## config.mk

```make
export PLATFORM = sky130hd
export DESIGN_NAME = memory_access
export DESIGN_NICKNAME = d
export VERILOG_FILES = /design/src/rtl/mem_pkg.sv /design/src/rtl/load_extend.sv /design/src/rtl/memory_access.sv
export SDC_FILE = /design/constraint.sdc
export NUM_CORES = 1
export LEC_CHECK = 0
export BUFFER_PORTS_ARGS = -buffer_cell sky130_fd_sc_hd__buf_2
export CAP_MARGIN = 20
export CORE_ASPECT_RATIO = 1.2
export CORE_MARGIN = 1.5
export CORE_UTILIZATION = 30
export DETAILED_ROUTE_END_ITERATION = 7
export HOLD_SLACK_MARGIN = 0.06
export SLEW_MARGIN = 5
export SYNTH_ARGS = -nofsm -noshare
export SYNTH_HDL_FRONTEND = slang
export SYNTH_SLANG_ARGS = --single-unit
```

## constraint.sdc

```tcl
create_clock -name clock -period 3.6 [get_ports clock]
set_input_delay 0.36 -clock clock [delete_from_list [all_inputs] [get_ports clock]]
set_output_delay 0.36 -clock clock [all_outputs]
set_load 0.005 [all_outputs]
```

## src/rtl/mem_pkg.sv

```systemverilog
// rtl/mem_pkg.sv - shared size codes, FSM encoding and byte-lane helpers for memory_access
package mem_pkg;

    localparam logic [1:0] MEM_BYTE = 2'd0;
    localparam logic [1:0] MEM_HALF = 2'd1;
    localparam logic [1:0] MEM_WORD = 2'd2;

    typedef enum logic {
        ST_IDLE = 1'b0,
        ST_REQ  = 1'b1
    } state_t;

    // Big-endian lanes: bit 3 of the enable is byte 0 (bits 31:24).
    function automatic logic [3:0] lane_be(input logic [1:0] size, input logic [1:0] off);
        logic [3:0] be;
        case (size)
            MEM_BYTE: be = 4'b1000 >> off;
            MEM_HALF: be = off[1] ? 4'b0011 : 4'b1100;
            default:  be = 4'b1111;
        endcase
        return be;
    endfunction

    function automatic logic [31:0] lane_wdata(input logic [1:0] size, input logic [31:0] data);
        logic [31:0] wd;
        case (size)
            MEM_BYTE: wd = {4{data[7:0]}};
            MEM_HALF: wd = {2{data[15:0]}};
            default:  wd = data;
        endcase
        return wd;
    endfunction

endpackage

```

## src/rtl/load_extend.sv

```systemverilog
// rtl/load_extend.sv - big-endian lane select with sign/zero extension of load data
module load_extend
    import mem_pkg::*;
(
    input  logic [31:0] rdata,
    input  logic [1:0]  off,
    input  logic [1:0]  size,
    input  logic        is_unsigned,
    output logic [31:0] data
);

    logic [7:0]  byte_sel;
    logic [15:0] half_sel;

    always_comb begin
        case (off)
            2'd0:    byte_sel = rdata[31:24];
            2'd1:    byte_sel = rdata[23:16];
            2'd2:    byte_sel = rdata[15:8];
            default: byte_sel = rdata[7:0];
        endcase
        half_sel = off[1] ? rdata[15:0] : rdata[31:16];

        case (size)
            MEM_BYTE: data = {{24{~is_unsigned & byte_sel[7]}}, byte_sel};
            MEM_HALF: data = {{16{~is_unsigned & half_sel[15]}}, half_sel};
            default:  data = rdata;
        endcase
    end

endmodule

```

## src/rtl/memory_access.sv

```systemverilog
// rtl/memory_access.sv - MEM pipeline stage: data-memory handshake, load extension, writeback register
// Optional alignment checking is enabled by defining MEM_ALIGN_CHECK_EN.
module memory_access
    import mem_pkg::*;
#(
    parameter int TIMEOUT_CYCLES = 16
) (
    input  logic        clock,
    input  logic        reset_n,
    input  logic        in_valid,
    output logic        in_ready,
    input  logic [31:0] in_val,
    input  logic [31:0] in_store_data,
    input  logic        mem_op,
    input  logic        mem_we,
    input  logic [1:0]  mem_size,
    input  logic        mem_unsigned,
    input  logic [4:0]  in_rd,
    input  logic        in_reg_write,
    output logic        dmem_req,
    output logic        dmem_we,
    output logic [31:0] dmem_addr,
    output logic [3:0]  dmem_be,
    output logic [31:0] dmem_wdata,
    input  logic        dmem_ack,
    input  logic [31:0] dmem_rdata,
    output logic        wb_valid,
    output logic [31:0] wb_val,
    output logic [4:0]  wb_rd,
    output logic        wb_reg_write,
    output logic        wb_err
);

    localparam logic [8:0] TMO_LIMIT = 9'(TIMEOUT_CYCLES);

    state_t      state_q, state_d;
    logic [7:0]  cnt_q, cnt_d;
    logic [31:0] addr_q, addr_d;
    logic [1:0]  size_q, size_d;
    logic        store_q, store_d;
    logic        uns_q, uns_d;
    logic [4:0]  rd_q, rd_d;
    logic        rw_q, rw_d;

    logic        dmem_req_q, dmem_req_d;
    logic        dmem_we_q, dmem_we_d;
    logic [31:0] dmem_addr_q, dmem_addr_d;
    logic [3:0]  dmem_be_q, dmem_be_d;
    logic [31:0] dmem_wdata_q, dmem_wdata_d;

    logic        wb_valid_q, wb_valid_d;
    logic [31:0] wb_val_q, wb_val_d;
    logic [4:0]  wb_rd_q, wb_rd_d;
    logic        wb_reg_write_q, wb_reg_write_d;
    logic        wb_err_q, wb_err_d;

    logic        misaligned;
    logic [31:0] load_data;
    logic [8:0]  cnt_next;

    load_extend u_load_extend (
        .rdata       (dmem_rdata),
        .off         (addr_q[1:0]),
        .size        (size_q),
        .is_unsigned (uns_q),
        .data        (load_data)
    );

    always_comb begin
`ifdef MEM_ALIGN_CHECK_EN
        case (mem_size)
            MEM_BYTE: misaligned = 1'b0;
            MEM_HALF: misaligned = in_val[0];
            default:  misaligned = (in_val[1:0] != 2'b00);
        endcase
`else
        misaligned = 1'b0;
`endif
    end

    assign cnt_next = {1'b0, cnt_q} + 9'd1;

    always_comb begin
        state_d        = state_q;
        cnt_d          = cnt_q;
        addr_d         = addr_q;
        size_d         = size_q;
        store_d        = store_q;
        uns_d          = uns_q;
        rd_d           = rd_q;
        rw_d           = rw_q;
        dmem_req_d     = dmem_req_q;
        dmem_we_d      = dmem_we_q;
        dmem_addr_d    = dmem_addr_q;
        dmem_be_d      = dmem_be_q;
        dmem_wdata_d   = dmem_wdata_q;
        wb_valid_d     = 1'b0;
        wb_val_d       = wb_val_q;
        wb_rd_d        = wb_rd_q;
        wb_reg_write_d = wb_reg_write_q;
        wb_err_d       = wb_err_q;

        case (state_q)
            ST_IDLE: begin
                if (in_valid) begin
                    if (!mem_op) begin
                        wb_valid_d     = 1'b1;
                        wb_val_d       = in_val;
                        wb_rd_d        = in_rd;
                        wb_reg_write_d = in_reg_write;
                        wb_err_d       = 1'b0;
                    end else if (misaligned) begin
                        wb_valid_d     = 1'b1;
                        wb_val_d       = in_val;
                        wb_rd_d        = in_rd;
                        wb_reg_write_d = 1'b0;
                        wb_err_d       = 1'b1;
                    end else begin
                        state_d      = ST_REQ;
                        cnt_d        = 8'd0;
                        addr_d       = in_val;
                        size_d       = mem_size;
                        store_d      = mem_we;
                        uns_d        = mem_unsigned;
                        rd_d         = in_rd;
                        rw_d         = in_reg_write;
                        dmem_req_d   = 1'b1;
                        dmem_we_d    = mem_we;
                        dmem_addr_d  = {in_val[31:2], 2'b00};
                        dmem_be_d    = lane_be(mem_size, in_val[1:0]);
                        dmem_wdata_d = lane_wdata(mem_size, in_store_data);
                    end
                end
            end
            ST_REQ: begin
                // An ack on the limit cycle wins over the timeout.
                if (dmem_ack) begin
                    state_d        = ST_IDLE;
                    dmem_req_d     = 1'b0;
                    dmem_we_d      = 1'b0;
                    wb_valid_d     = 1'b1;
                    wb_val_d       = store_q ? addr_q : load_data;
                    wb_rd_d        = rd_q;
                    wb_reg_write_d = store_q ? 1'b0 : rw_q;
                    wb_err_d       = 1'b0;
                end else if (cnt_next >= TMO_LIMIT) begin
                    state_d        = ST_IDLE;
                    cnt_d          = cnt_next[7:0];
                    dmem_req_d     = 1'b0;
                    dmem_we_d      = 1'b0;
                    wb_valid_d     = 1'b1;
                    wb_val_d       = addr_q;
                    wb_rd_d        = rd_q;
                    wb_reg_write_d = 1'b0;
                    wb_err_d       = 1'b1;
                end else begin
                    cnt_d = cnt_next[7:0];
                end
            end
            default: state_d = ST_IDLE;
        endcase
    end

    always_ff @(posedge clock or negedge reset_n) begin
        if (!reset_n) begin
            state_q        <= ST_IDLE;
            cnt_q          <= 8'd0;
            addr_q         <= 32'd0;
            size_q         <= MEM_BYTE;
            store_q        <= 1'b0;
            uns_q          <= 1'b0;
            rd_q           <= 5'd0;
            rw_q           <= 1'b0;
            dmem_req_q     <= 1'b0;
            dmem_we_q      <= 1'b0;
            dmem_addr_q    <= 32'd0;
            dmem_be_q      <= 4'd0;
            dmem_wdata_q   <= 32'd0;
            wb_valid_q     <= 1'b0;
            wb_val_q       <= 32'd0;
            wb_rd_q        <= 5'd0;
            wb_reg_write_q <= 1'b0;
            wb_err_q       <= 1'b0;
        end else begin
            state_q        <= state_d;
            cnt_q          <= cnt_d;
            addr_q         <= addr_d;
            size_q         <= size_d;
            store_q        <= store_d;
            uns_q          <= uns_d;
            rd_q           <= rd_d;
            rw_q           <= rw_d;
            dmem_req_q     <= dmem_req_d;
            dmem_we_q      <= dmem_we_d;
            dmem_addr_q    <= dmem_addr_d;
            dmem_be_q      <= dmem_be_d;
            dmem_wdata_q   <= dmem_wdata_d;
            wb_valid_q     <= wb_valid_d;
            wb_val_q       <= wb_val_d;
            wb_rd_q        <= wb_rd_d;
            wb_reg_write_q <= wb_reg_write_d;
            wb_err_q       <= wb_err_d;
        end
    end

    assign in_ready     = (state_q == ST_IDLE);
    assign dmem_req     = dmem_req_q;
    assign dmem_we      = dmem_we_q;
    assign dmem_addr    = dmem_addr_q;
    assign dmem_be      = dmem_be_q;
    assign dmem_wdata   = dmem_wdata_q;
    assign wb_valid     = wb_valid_q;
    assign wb_val       = wb_val_q;
    assign wb_rd        = wb_rd_q;
    assign wb_reg_write = wb_reg_write_q;
    assign wb_err       = wb_err_q;

endmodule

```

==> flow_metrics.tcl <==
set metrics [dict create \
    status "complete, no violations" \
    fin_skew_ns 0.0128 \
    cts-root-buf "clkbuf_16" \
    overflow 0 \
    synth_top_area_share_pct 46.6 \
    area_delta_synth_final_pct 24.8 \
    cts_hold_buffers 1 \
    required_ns 3.91 \
    num-fill-cells 2286 \
    irDropWorstVdd_mv 0.332 \
    arrival_ns 2.75 \
    antenna_left 0 \
    avgViaCountPerCell 4.95 \
    drive_gt1_share_pct 34.0 \
    via_count 6043 \
    cts_sinks 129 \
    final_area_um2 8650 \
    grt_max_degree 76 \
    final_nets 1039 \
    final.min_clock_period_ns 2.44 \
    finalSetupTns_ns 0 \
    rsz0062_at_grt "no" \
    worst-path-stages 7 \
    synth.avg_cell_area_um2 9.14 \
    critical_path.max_fanout 34 \
    hold_viol_final 0 \
    wl_mm 22.1 \
    tritoncts "done" \
    ctsLongestPathBuffers 2 \
    slowest_delay_ns 0.42 \
    min_path_cells 3 \
    place.gp.congestion 0.814 \
    synth-seq-cells 129 \
    antenna_found_initial 6 \
    fp.dieW_um 142 \
    max_cap_viol_count 0 \
    slowest_stage "dfrtp_1" \
    hold_path.class "in2reg" \
    synth_edf_count 0 \
    wl_per_cell_um 18.1 \
    ys.flop_type "dfrtp_1" \
    rows 60 \
    syn_inst 758 \
    place_area_um2 8020 \
    track_usage_pct 18.7 \
    tightest_slew_ns 0.932 \
    dp_hpwl_mm 15.9 \
    route.detailed.drc 0 \
    crit_buf_inv 1 \
    path_clk_slew_ns 0.06 \
    ys_seq_area_share_pct 46.6 \
    power.leakage_nw 4.41 \
    synthArstFlopShare_pct 100 \
    yosys-top-cells-area "dfrtp_1 47%, nand2_1 12%, mux2_4 6.1%, mux2i_1 4.2%, o21ai_0 3.7%" \
    relSlewSlack_pct 37.6 \
    grt_first_pass_wirelength_mm 34.0 \
    path_class "reg2reg" \
    yosys.area_share.simple_pct 18.6 \
    yosys.area.top_type "dfrtp_1" \
    die_h_um 170 \
    io_pins 222 \
    rr_endpoint "wb_rd[3]" \
    synth_warnings 0 \
    drt_pass1_iterations 5 \
    synth_fa_ha_area_share_pct 0.181 \
    cpLargestDelayFamily "simple AND/OR/NAND/NOR gates" \
    core_area_um2 22500 \
    r2r_cells 7 \
    floorplan.initialDensity_pct 30.8 \
    synth-compound-area-share_pct 14.6 \
    r2r-start "cnt_q[0]" \
    min_from "mem_unsigned" \
    layout_commonest_cell "buf_2" \
    crit_chain "ha_1 > and3_1 > a21oi_1 > o21ai_4 > and2b_4 > inv_6 > mux2_2" \
    netlist_area_um2 6930 \
    cts_setup_buffers 0 \
    synth_cell_type_count 51 \
    cts_resized 0 \
    dieArea_um2 24000 \
    pwr_density_cell_nw_per_um2 610 \
    insertion_delay_ns 0.42 \
    slew_violations 0 \
    max_freq_mhz 409 \
    finalSetupViolations 0 \
    numCtsBuffers 17 \
    hold-worst-slack_ns 0.137 \
    layout_common_cells "218 x buf_2, 213 x nand2_1, 128 x dfrtp_1" \
    setup.worst_path.end_class "register" \
    ctsHtreeMaxLevel 4 \
    synth_xor_area_share_pct 0.126 \
    synth_top_family_by_area "simple AND/OR/NAND/NOR gates" \
    critPathLaunchType "register" \
    drt_iter0_markers 301 \
    port_buffers 219 \
    worstHoldEndpoint "uns_q" \
    reg2reg_slack_ns 1.16 \
    muxShareOfSynthArea_pct 12.5 \
    grt_pass1_vias 6110 \
    finalCritPeriodShare_pct 67.8 \
    startpoint "cnt_q[0]" \
]
synthesized netlist by cell type (5+ instances only):
master    count
and3_1       10
o21bai_1      5
nand2_1     213
inv_1         7
o21ai_0      51
a22o_2        5
a221o_1       5
a31oi_1      20
nand2b_1      5
buf_4        32
mux2_2       14
clkbuf_1     44
mux2i_1      29
nor2_1       58
a221oi_1     16
o32ai_1       5
a21o_1        7
dfrtp_1     129
a21oi_1      19
nand3_1       8
mux2_4       28
a21boi_0      6
tightest hold or removal path, stage by stage:
cell and delay [ns]:
buf_2 0.07, nand2_1 0.04, nand2_1 0.05
layer usage:
metal / up-vias / track usage (%) / wire length [um]
met2: 224 / 30.1 / 10500
met1: 2873 / 23.1 / 9540
met3: 30 / 5.95 / 1640
li1: 2910 / - / -
met4: 6 / 7.44 / 389
met5: - / 0 / 34
state kept, by name, summed over array words and instances, names as in the netlist, 2 cells and up:
| name | count |
|---|---|
| addr_q | 31 |
| cnt_q | 8 |
| dmem_be | 4 |
| dmem_wdata | 32 |
| rd_q | 5 |
| size_q | 2 |
| wb_rd | 5 |
| wb_val | 32 |
cell type report:
class	instances	area (um2)	share of cell area, %
antenna	3	7.51	0.0868
clock buffer	19	453	5.23
clock inverter	13	160	1.85
inverter	8	35.0	0.405
multi-input combinational	540	3210	37.1
sequential	129	3230	37.3
tap	279	349	4.03
timing repair buffer	231	1210	14.0
stage by stage:
| step | utilization, % | total power, mW | setup slack [ns] | instances |
|---|---|---|---|---|
| finish | 38.4 | 5.28 | 1.16 | 1222 |
| global route | 38.4 | 5.61 | 1.05 | 1221 |
| CTS | 38.4 | 5.35 | 1.16 | 1219 |
| detailed placement | 35.6 | 3.50 | 1.17 | 1186 |
| global placement | 35.6 | 3.48 | 1.02 | 1185 |
| floorplan | - | 2.93 | 1.55 | 759 |
worst max path at each step:
stage                     slack [ns]          to
after global routing            1.05    wb_rd[3]
after global placement          1.02  wb_val[31]
after floorplan                 1.55  wb_val[10]
after detailed placement        1.17    wb_rd[3]
final                           1.16    wb_rd[3]
after CTS                       1.16    wb_rd[3]
cells by family (layout without fill, tap and decap cells):
kind of cell / count (synthesis) / in the layout
muxes: 71 / 71
DFF: 129 / 129
xor gates and xnor gates: 1 / 1
adders and majority gates: 1 / 1
and+or+nand+nor: 313 / 313
buffers and inverters: 90 / 271
other: 1 / 5
AOI/OAI and AO/OA: 152 / 152
power by group:
| part | leakage, nW | switching, mW | internal [mW] |
|---|---|---|---|
| combinational | 2.53 | 0.705 | 0.694 |
| clock | 0.299 | 0.682 | 1.13 |
| sequential | 1.58 | 0.268 | 1.80 |
| total | 4.41 | 1.66 | 3.62 |
No activity file was read; power rests on OpenSTA's default activity.
